[src/rtl/theremin_pkg.sv]
// Shared types and channel indices for the theremin sample path.
package theremin_pkg;

  typedef enum logic {
    IDLE = 1'b0,
    WAIT = 1'b1
  } arb_state_t;

  localparam int CH_PITCH  = 0;
  localparam int CH_VOLUME = 1;

endpackage

[src/rtl/antilog_arbiter_rr_pick.sv]
// Combinational round-robin picker: first pending channel at or after ptr_i, wrapping.
module rr_pick #(
  parameter int N_CH = 2,
  parameter int CH_W = $clog2(N_CH)
) (
  input  logic [N_CH-1:0] pend_i,
  input  logic [CH_W-1:0] ptr_i,
  output logic            any_o,
  output logic [CH_W-1:0] g_o
);

  always_comb begin
    g_o   = '0;
    any_o = |pend_i;
    // Walk offsets from far to near so the nearest pending channel is written last.
    for (int off = N_CH - 1; off >= 0; off--) begin
      if (pend_i[(int'(ptr_i) + off) % N_CH]) begin
        g_o = CH_W'((int'(ptr_i) + off) % N_CH);
      end
    end
  end

endmodule

[src/rtl/antilog_arbiter.sv]
// Round-robin arbiter sharing one antilog unit between N_CH sample sources, with a per-transaction watchdog.
module antilog_arbiter
  import theremin_pkg::*;
#(
  parameter int IN_B    = 16,
  parameter int OUT_B   = 12,
  parameter int N_CH    = 2,
  parameter int TIMEOUT = 15,
  parameter int CNT_B   = 8,
  localparam int CH_W   = $clog2(N_CH)
) (
  input  logic                   clk,
  input  logic                   reset,
  input  logic [N_CH*IN_B-1:0]   ch_data,
  input  logic [N_CH-1:0]        ch_valid,
  output logic [IN_B-1:0]        al_in_data,
  output logic                   al_in_valid,
  input  logic [OUT_B-1:0]       al_out_data,
  input  logic                   al_out_valid,
  output logic [OUT_B-1:0]       res_data,
  output logic [CH_W-1:0]        res_ch,
  output logic                   res_valid,
  output logic                   res_timeout,
  output logic [N_CH*CNT_B-1:0]  ovf_cnt,
  output logic                   busy
);

  localparam int WD_W = $clog2(TIMEOUT + 1);

  arb_state_t                      state_q, state_d;
  logic [N_CH-1:0]                 pend_q, pend_d;
  logic [N_CH-1:0][IN_B-1:0]       buf_q, buf_d;
  logic [N_CH-1:0][CNT_B-1:0]      ovf_q, ovf_d;
  logic [CH_W-1:0]                 rr_q, rr_d;
  logic [CH_W-1:0]                 gnt_q, gnt_d;
  logic [WD_W-1:0]                 wdog_q, wdog_d;
  logic [IN_B-1:0]                 al_in_data_q, al_in_data_d;
  logic                            al_in_valid_q, al_in_valid_d;
  logic [OUT_B-1:0]                res_data_q, res_data_d;
  logic [CH_W-1:0]                 res_ch_q, res_ch_d;
  logic                            res_valid_q, res_valid_d;
  logic                            res_timeout_q, res_timeout_d;

  logic            pick_any;
  logic [CH_W-1:0] pick_g;
  logic            issue;
  logic            wdog_exp;

  function automatic logic [CNT_B-1:0] sat_inc(input logic [CNT_B-1:0] v);
    return (&v) ? v : v + 1'b1;
  endfunction

  rr_pick #(.N_CH(N_CH), .CH_W(CH_W)) u_pick (
    .pend_i (pend_q),
    .ptr_i  (rr_q),
    .any_o  (pick_any),
    .g_o    (pick_g)
  );

  assign issue    = (state_q == IDLE) && pick_any;
  assign wdog_exp = (wdog_q == WD_W'(TIMEOUT - 1));

  always_comb begin
    state_d = state_q;
    case (state_q)
      IDLE:    if (pick_any) state_d = WAIT;
      WAIT:    if (al_out_valid || wdog_exp) state_d = IDLE;
      default: state_d = IDLE;
    endcase
  end

  always_comb begin
    pend_d        = pend_q;
    buf_d         = buf_q;
    ovf_d         = ovf_q;
    rr_d          = rr_q;
    gnt_d         = gnt_q;
    wdog_d        = wdog_q;
    al_in_data_d  = al_in_data_q;
    al_in_valid_d = 1'b0;
    res_data_d    = res_data_q;
    res_ch_d      = res_ch_q;
    res_valid_d   = 1'b0;
    res_timeout_d = 1'b0;

    if (issue) begin
      pend_d[pick_g] = 1'b0;
      al_in_data_d   = buf_q[pick_g];
      al_in_valid_d  = 1'b1;
      gnt_d          = pick_g;
      rr_d           = (int'(pick_g) == N_CH - 1) ? '0 : pick_g + 1'b1;
      wdog_d         = '0;
    end

    // A fresh strobe on the channel being granted re-arms it without counting as an overrun.
    for (int i = 0; i < N_CH; i++) begin
      if (ch_valid[i]) begin
        buf_d[i]  = ch_data[i*IN_B +: IN_B];
        pend_d[i] = 1'b1;
        if (pend_q[i] && !(issue && (pick_g == CH_W'(i)))) ovf_d[i] = sat_inc(ovf_q[i]);
      end
    end

    if (state_q == WAIT) begin
      wdog_d = wdog_q + 1'b1;
      if (al_out_valid) begin
        res_valid_d = 1'b1;
        res_data_d  = al_out_data;
        res_ch_d    = gnt_q;
      end else if (wdog_exp) begin
        res_valid_d   = 1'b1;
        res_timeout_d = 1'b1;
        res_data_d    = '0;
        res_ch_d      = gnt_q;
      end
    end
  end

  always_ff @(posedge clk) begin
    if (reset) state_q <= IDLE;
    else       state_q <= state_d;
  end

  always_ff @(posedge clk) begin
    if (reset) begin
      pend_q        <= '0;
      buf_q         <= '0;
      ovf_q         <= '0;
      rr_q          <= '0;
      gnt_q         <= '0;
      wdog_q        <= '0;
      al_in_data_q  <= '0;
      al_in_valid_q <= 1'b0;
      res_data_q    <= '0;
      res_ch_q      <= '0;
      res_valid_q   <= 1'b0;
      res_timeout_q <= 1'b0;
    end else begin
      pend_q        <= pend_d;
      buf_q         <= buf_d;
      ovf_q         <= ovf_d;
      rr_q          <= rr_d;
      gnt_q         <= gnt_d;
      wdog_q        <= wdog_d;
      al_in_data_q  <= al_in_data_d;
      al_in_valid_q <= al_in_valid_d;
      res_data_q    <= res_data_d;
      res_ch_q      <= res_ch_d;
      res_valid_q   <= res_valid_d;
      res_timeout_q <= res_timeout_d;
    end
  end

  assign al_in_data  = al_in_data_q;
  assign al_in_valid = al_in_valid_q;
  assign res_data    = res_data_q;
  assign res_ch      = res_ch_q;
  assign res_valid   = res_valid_q;
  assign res_timeout = res_timeout_q;
  assign ovf_cnt     = ovf_q;
  assign busy        = (state_q != IDLE);

endmodule

[config.mk]
export PLATFORM = sky130hd
export DESIGN_NAME = antilog_arbiter
export DESIGN_NICKNAME = d
export VERILOG_FILES = /design/src/rtl/theremin_pkg.sv /design/src/rtl/antilog_arbiter_rr_pick.sv /design/src/rtl/antilog_arbiter.sv
export SDC_FILE = /design/constraint.sdc
export NUM_CORES = 1
export LEC_CHECK = 0
export CORE_ASPECT_RATIO = 0.75
export CORE_MARGIN = 10
export CORE_UTILIZATION = 45
export CTS_BUF_LIST = sky130_fd_sc_hd__clkbuf_4
export CTS_CLUSTER_SIZE = 14
export DETAILED_ROUTE_END_ITERATION = 10
export PLACE_DENSITY = 0.78
export SYNTH_ARGS = -nofsm -noshare
export SYNTH_HDL_FRONTEND = slang
export SYNTH_SLANG_ARGS = --single-unit
[constraint.sdc]
create_clock -name clk -period 2.9 [get_ports clk]
set_input_delay 0.58 -clock clk [delete_from_list [all_inputs] [get_ports clk]]
set_output_delay 0.58 -clock clk [all_outputs]
set_load 0.02 [all_outputs]
## Word-level counts from Yosys, hierarchy flattened

Cells that the tools add are included.

| operators by class | value |
|---|---|
| bitwise gates (word level) | 7 |
| order comparisons | 4 |
| equality and inequality tests | 1 |
| mux-type cells | 27 |
| add/subtract/negate cells | 5 |
| reduce and logical (&&, ||, !) cells | 21 |

Operator list:

| kind | count |
|---|---|
| 2-to-1 mux 16 bit | 2 |
| 2-to-1 mux 12 bit | 2 |
| 2-to-1 mux 1 bit | 18 |
| adder 8 x 1 -> 8 bit, second input constant | 2 |
| AND reduction 8 bit | 2 |
| 2-to-1 mux 4 bit | 2 |
| nonzero test 2 bit | 4 |
| logical AND 1 bit | 6 |
| AND reduction 3 bit | 2 |
| adder 4 x 1 -> 4 bit, second input constant | 1 |
| equality test 4 bit, second input constant | 1 |
| less-than comparator 1 x 2 -> 1 bit, second input constant | 2 |
| inverter 1 bit | 4 |
| OR reduction 2 bit | 2 |
| less-than comparator 2 x 3 -> 1 bit, second input constant | 1 |
| OR reduction 3 bit | 1 |
| adder 1 bit, second input constant | 2 |
| bitwise AND 2 bit | 1 |
| zero test 1 bit | 2 |
| 2-to-1 mux 2 bit | 1 |
| inverter 2 bit | 1 |
| case mux 1 bit (2 select lines) | 1 |
| AND reduction 2 bit | 1 |
| bitwise AND 1 bit, first input constant | 1 |
| 3 further kinds | 3 |

| storage, ports and cells | value |
|---|---|
| input bits | 49 |
| register bits | 89 |
| word-level logic and storage cells | 81 |

## Logic depth before layout (Yosys ltp)

| logic depth | value |
|---|---|
| depth after elaboration | 15 |
| gate-level depth with buffers | 7 |

## By module

Synthesis repeated with hierarchy kept, for this count alone.

| unflattened totals | value |
|---|---|
| cell total of the unflattened synthesis | 354 |
| area, all modules | 3488.3 µm² |

Modules (own cells, without submodules):

| module | times used | area an instance (µm²) | cells an instance |
|---|---|---|---|
| antilog_arbiter | 1 | 3470.8 | 351 |
| rr_pick | 1 | 17.5 | 3 |

## Worst setup path before layout

No wires, ideal clock.

| timing path | value |
|---|---|
| kind | input-to-reg |
| start | input port ch_valid[0] |
| end | register ovf_q, in the netlist ovf_cnt[5] |
| data required time | 2.829 ns |
| stages on the path | 5 |
| arrival | 1.639 ns |
| slack | 1.190 ns |
| setup time | 0.071 ns |
| path through | buf_6 nand2_2 or3_4 or3_1 a21oi_1 |

| between the ends | value |
|---|---|
| word-level cells in the longest chain between the ends | 1 |

Ends and longest elaborated chain:

| what | RTL line | RTL |
|---|---|---|
| from (decl) | antilog_arbiter.sv:15 | `input logic [N_CH-1:0] ch_valid,` |
| AND reduction 3 bit (no line) | - |  |
| to (signal assigned) | antilog_arbiter.sv:141 | `ovf_q <= ovf_d;` |
| to (decl) | antilog_arbiter.sv:33 | `logic [N_CH-1:0][CNT_B-1:0] ovf_q, ovf_d;` |

Every way passes these cells.
A chain may end at the register's enable or synchronous reset.

## Worst setup path after layout

| timing path | value |
|---|---|
| start | register state_q, in the netlist busy |
| end | output port busy |

RTL lines:

| what | RTL line | RTL |
|---|---|---|
| from (decl) | antilog_arbiter.sv:30 | `arb_state_t state_q, state_d;` |
| from (signal assigned) | antilog_arbiter.sv:121 | `else state_q <= state_d;` |
| to (decl) | antilog_arbiter.sv:25 | `output logic busy` |

No word-level cell between the ends.

==> metrics.cfg <==
[synthesis]
yosys_warnings=0
yosysTopAreaCell=dfxtp_1
synth_top_area_frac=0.5190
synth_seq_area_share=0.5190
ys.flop_type=dfxtp_1
synth-seq-cells=89
async_flop_share=0
synth_area_leaders=dfxtp_1, mux2i_1, nor2_1, nand2_1, a22oi_1
syn_nets=410
synth_cells=357
synth_edf_count=0
ys_types=50
syn-cell-area_um2=3433
syn_area_per_cell_um2=9.617

[grt]
grt_max_degree=37
grt_pass1_vias=2788
track_usage=0.1534
grt_first_pass_wirelength_mm=14.13
overflow=0
grt_antenna_before_repair=0

[final_layout]
drive_gt1_frac=0.06154
instances_no_fill=556
final_cell_mix=clkdlybuf4s50_1, dfxtp_1, nor2_1, mux2i_1, nand2_1
final_common_cell=clkdlybuf4s50_1
area_growth_pct=34.55
diodes=0
fin_nets=503
utilization=0.6244

[sta]
slew_violations=0
rsz0062_at_grt=no
tightest_slew_ps=893.8
tns_ps=0
period_share=0.8505
setup_viol=0
timing.final.crit_period_ps=2466
clock_skew_ps=19.87
slew_headroom=0.4029
finalHoldViolations=0
max_freq_mhz=405.4

[power]
powerDensity_nw_per_um2=510.9
totalPowerFinal_mw=2.360
irDropWorstVdd_uv=287.1
power_leakage_nw=1.823

[clock_tree]
hold_buffers=0
clkTransAtPathRegs_ps=140
cts_resized=0
clock-sinks=89
cts_root_buf=clkbuf_4
cts_tree=done
post_cts_buffers=0
htree_levels=3
clk_latency_ps=440
cts_buffers=9
clk_path_buf_depth=2

[die]
die_x_um=120.9
ios=98
dieArea_um2=11560
row_count=27
fp.dieH_um=95.65
initial_core_util=0.4641
coreArea_um2=7398

[detailed_routing]
viasPerCell=5.194
vias=2888
first_pass_iters=4
drc=0
drt_iter0_drc=181
antenna_left=0
routed_wl_mm=8.914
drt-wirelength-per-cell_um=16.03

[critical_path]
r2r-start=pend_q[0]$_SDFFE_PP0P_
cp-start-kind=flip-flop
r2r-end=al_in_data[7]$_SDFFE_PP0N_
reg2reg_depth=4
crit_path_top_delay_cell=clkdlybuf4s50_1
critical_path_class=reg -> out
critPathTopFamily=buffers and inverters
crit_chain=clkdlybuf4s50_1
cp-endpoint=busy
required_ps=2320
cp-startpoint=busy$_SDFF_PP0_
ff2ff_setup_slack_ps=850
critical_path_arrival_ps=1890
crit_path_max_incr_delay_ps=750
crit_path_max_fanout=16
worst-path-stages=1
end_kind=output pin
critPathBufInv=1

[run]
max_cap_viol_count=0

[hold_path]
min_path_type=reg -> reg

[placed_design]
place.gp.congestion=0.7817
dp.cells=540
place_hpwl_mm=6.559
port_buffers=97

[run_status]
run_status=finished clean

-- where the power goes --
group	switching, mW	internal (mW)	total [mW]
sequential	0.0440	1.28	1.32
combinational	0.146	0.152	0.297
clock	0.460	0.281	0.740
-- per-stage QoR --
step | cell area (µm²) | hold slack (ps) | setup slack, ps
finish | 4619 | 450.8 | 433.6
global route | 4619 | 478.1 | 348.7
CTS | 4619 | 451.1 | 445.7
detailed placement | 4467 | 431.6 | 575.6
global placement | 4467 | 424.2 | 683.6
floorplan | 3433 | 425.6 | 1190
-- cell type report --
cell class / count / area [µm²]
well taps: 101 / 126.4
clock buffers: 9 / 67.56
clock inverters: 7 / 85.08
repair buffers: 101 / 996.0
multi-input cells: 242 / 1536
fillers: 603 / 2779
inverters: 7 / 26.28
flip-flops and latches: 89 / 1782
-- flip-flops by register name (all words and copies together) (netlist names) --
register / count
al_in_data: 16
al_in_valid: 1
buf_q: 32
busy: 1
gnt_q: 1
ovf_cnt: 16
pend_q: 2
res_ch: 1
res_data: 12
res_timeout: 1
res_valid: 1
rr_q: 1
wdog_q: 4
-- per-layer routing --
metal	GRT usage	up-vias	wire length (µm)
met5	0	-	0
met4	0.02906	0	48
li1	-	1453	-
met3	0.07674	6	706
met2	0.2392	82	4056
met1	0.1886	1347	4103
-- how the worst min path moves through the flow --
stage                                  end                   startpoint  slack [ps]  cells past startpoint
2_1_floorplan           gnt_q$_SDFFE_PP0N_           gnt_q$_SDFFE_PP0N_         430                      1
3_3_place_gp   al_in_data[13]$_SDFFE_PP0N_  al_in_data[13]$_SDFFE_PP0N_         420                      2
3_5_place_dp    al_in_data[0]$_SDFFE_PP0N_   al_in_data[0]$_SDFFE_PP0N_         430                      2
4_1_cts         al_in_data[0]$_SDFFE_PP0N_   al_in_data[0]$_SDFFE_PP0N_         450                      2
5_1_grt         al_in_data[0]$_SDFFE_PP0N_   al_in_data[0]$_SDFFE_PP0N_         480                      2
6_report        al_in_data[0]$_SDFFE_PP0N_   al_in_data[0]$_SDFFE_PP0N_         450                      2
-- logic make-up after synthesis --
logic type	Yosys count	share of synthesized area
mux	38	0.1115
simple gates	125	0.1651
xor+xnor	2	0.005103
compound gates	73	0.1498
buf+inv	26	0.03498
flops	89	0.5190
fa+ha+maj	4	0.01458
-- Yosys cell counts, drive strengths merged, types with 2 or more instances --
| library cell | count |
|---|---|
| dfxtp | 89 |
| o21ai | 12 |
| o21a | 3 |
| mux2i | 36 |
| nand3 | 7 |
| a21o | 2 |
| mux2 | 2 |
| nor3b | 2 |
| nand4 | 3 |
| nor2b | 5 |
| a22o | 10 |
| inv | 6 |
| a32oi | 2 |
| ha | 4 |
| a22oi | 15 |
| nor2 | 51 |
| and2 | 5 |
| nand2 | 37 |
| a21boi | 2 |
| and3 | 3 |
| or3 | 2 |
| nor3 | 4 |
| a31oi | 6 |
| a21oi | 8 |
| buf | 12 |
| clkbuf | 7 |
| a211oi | 7 |
No activity file was read; power rests on OpenSTA's default activity.
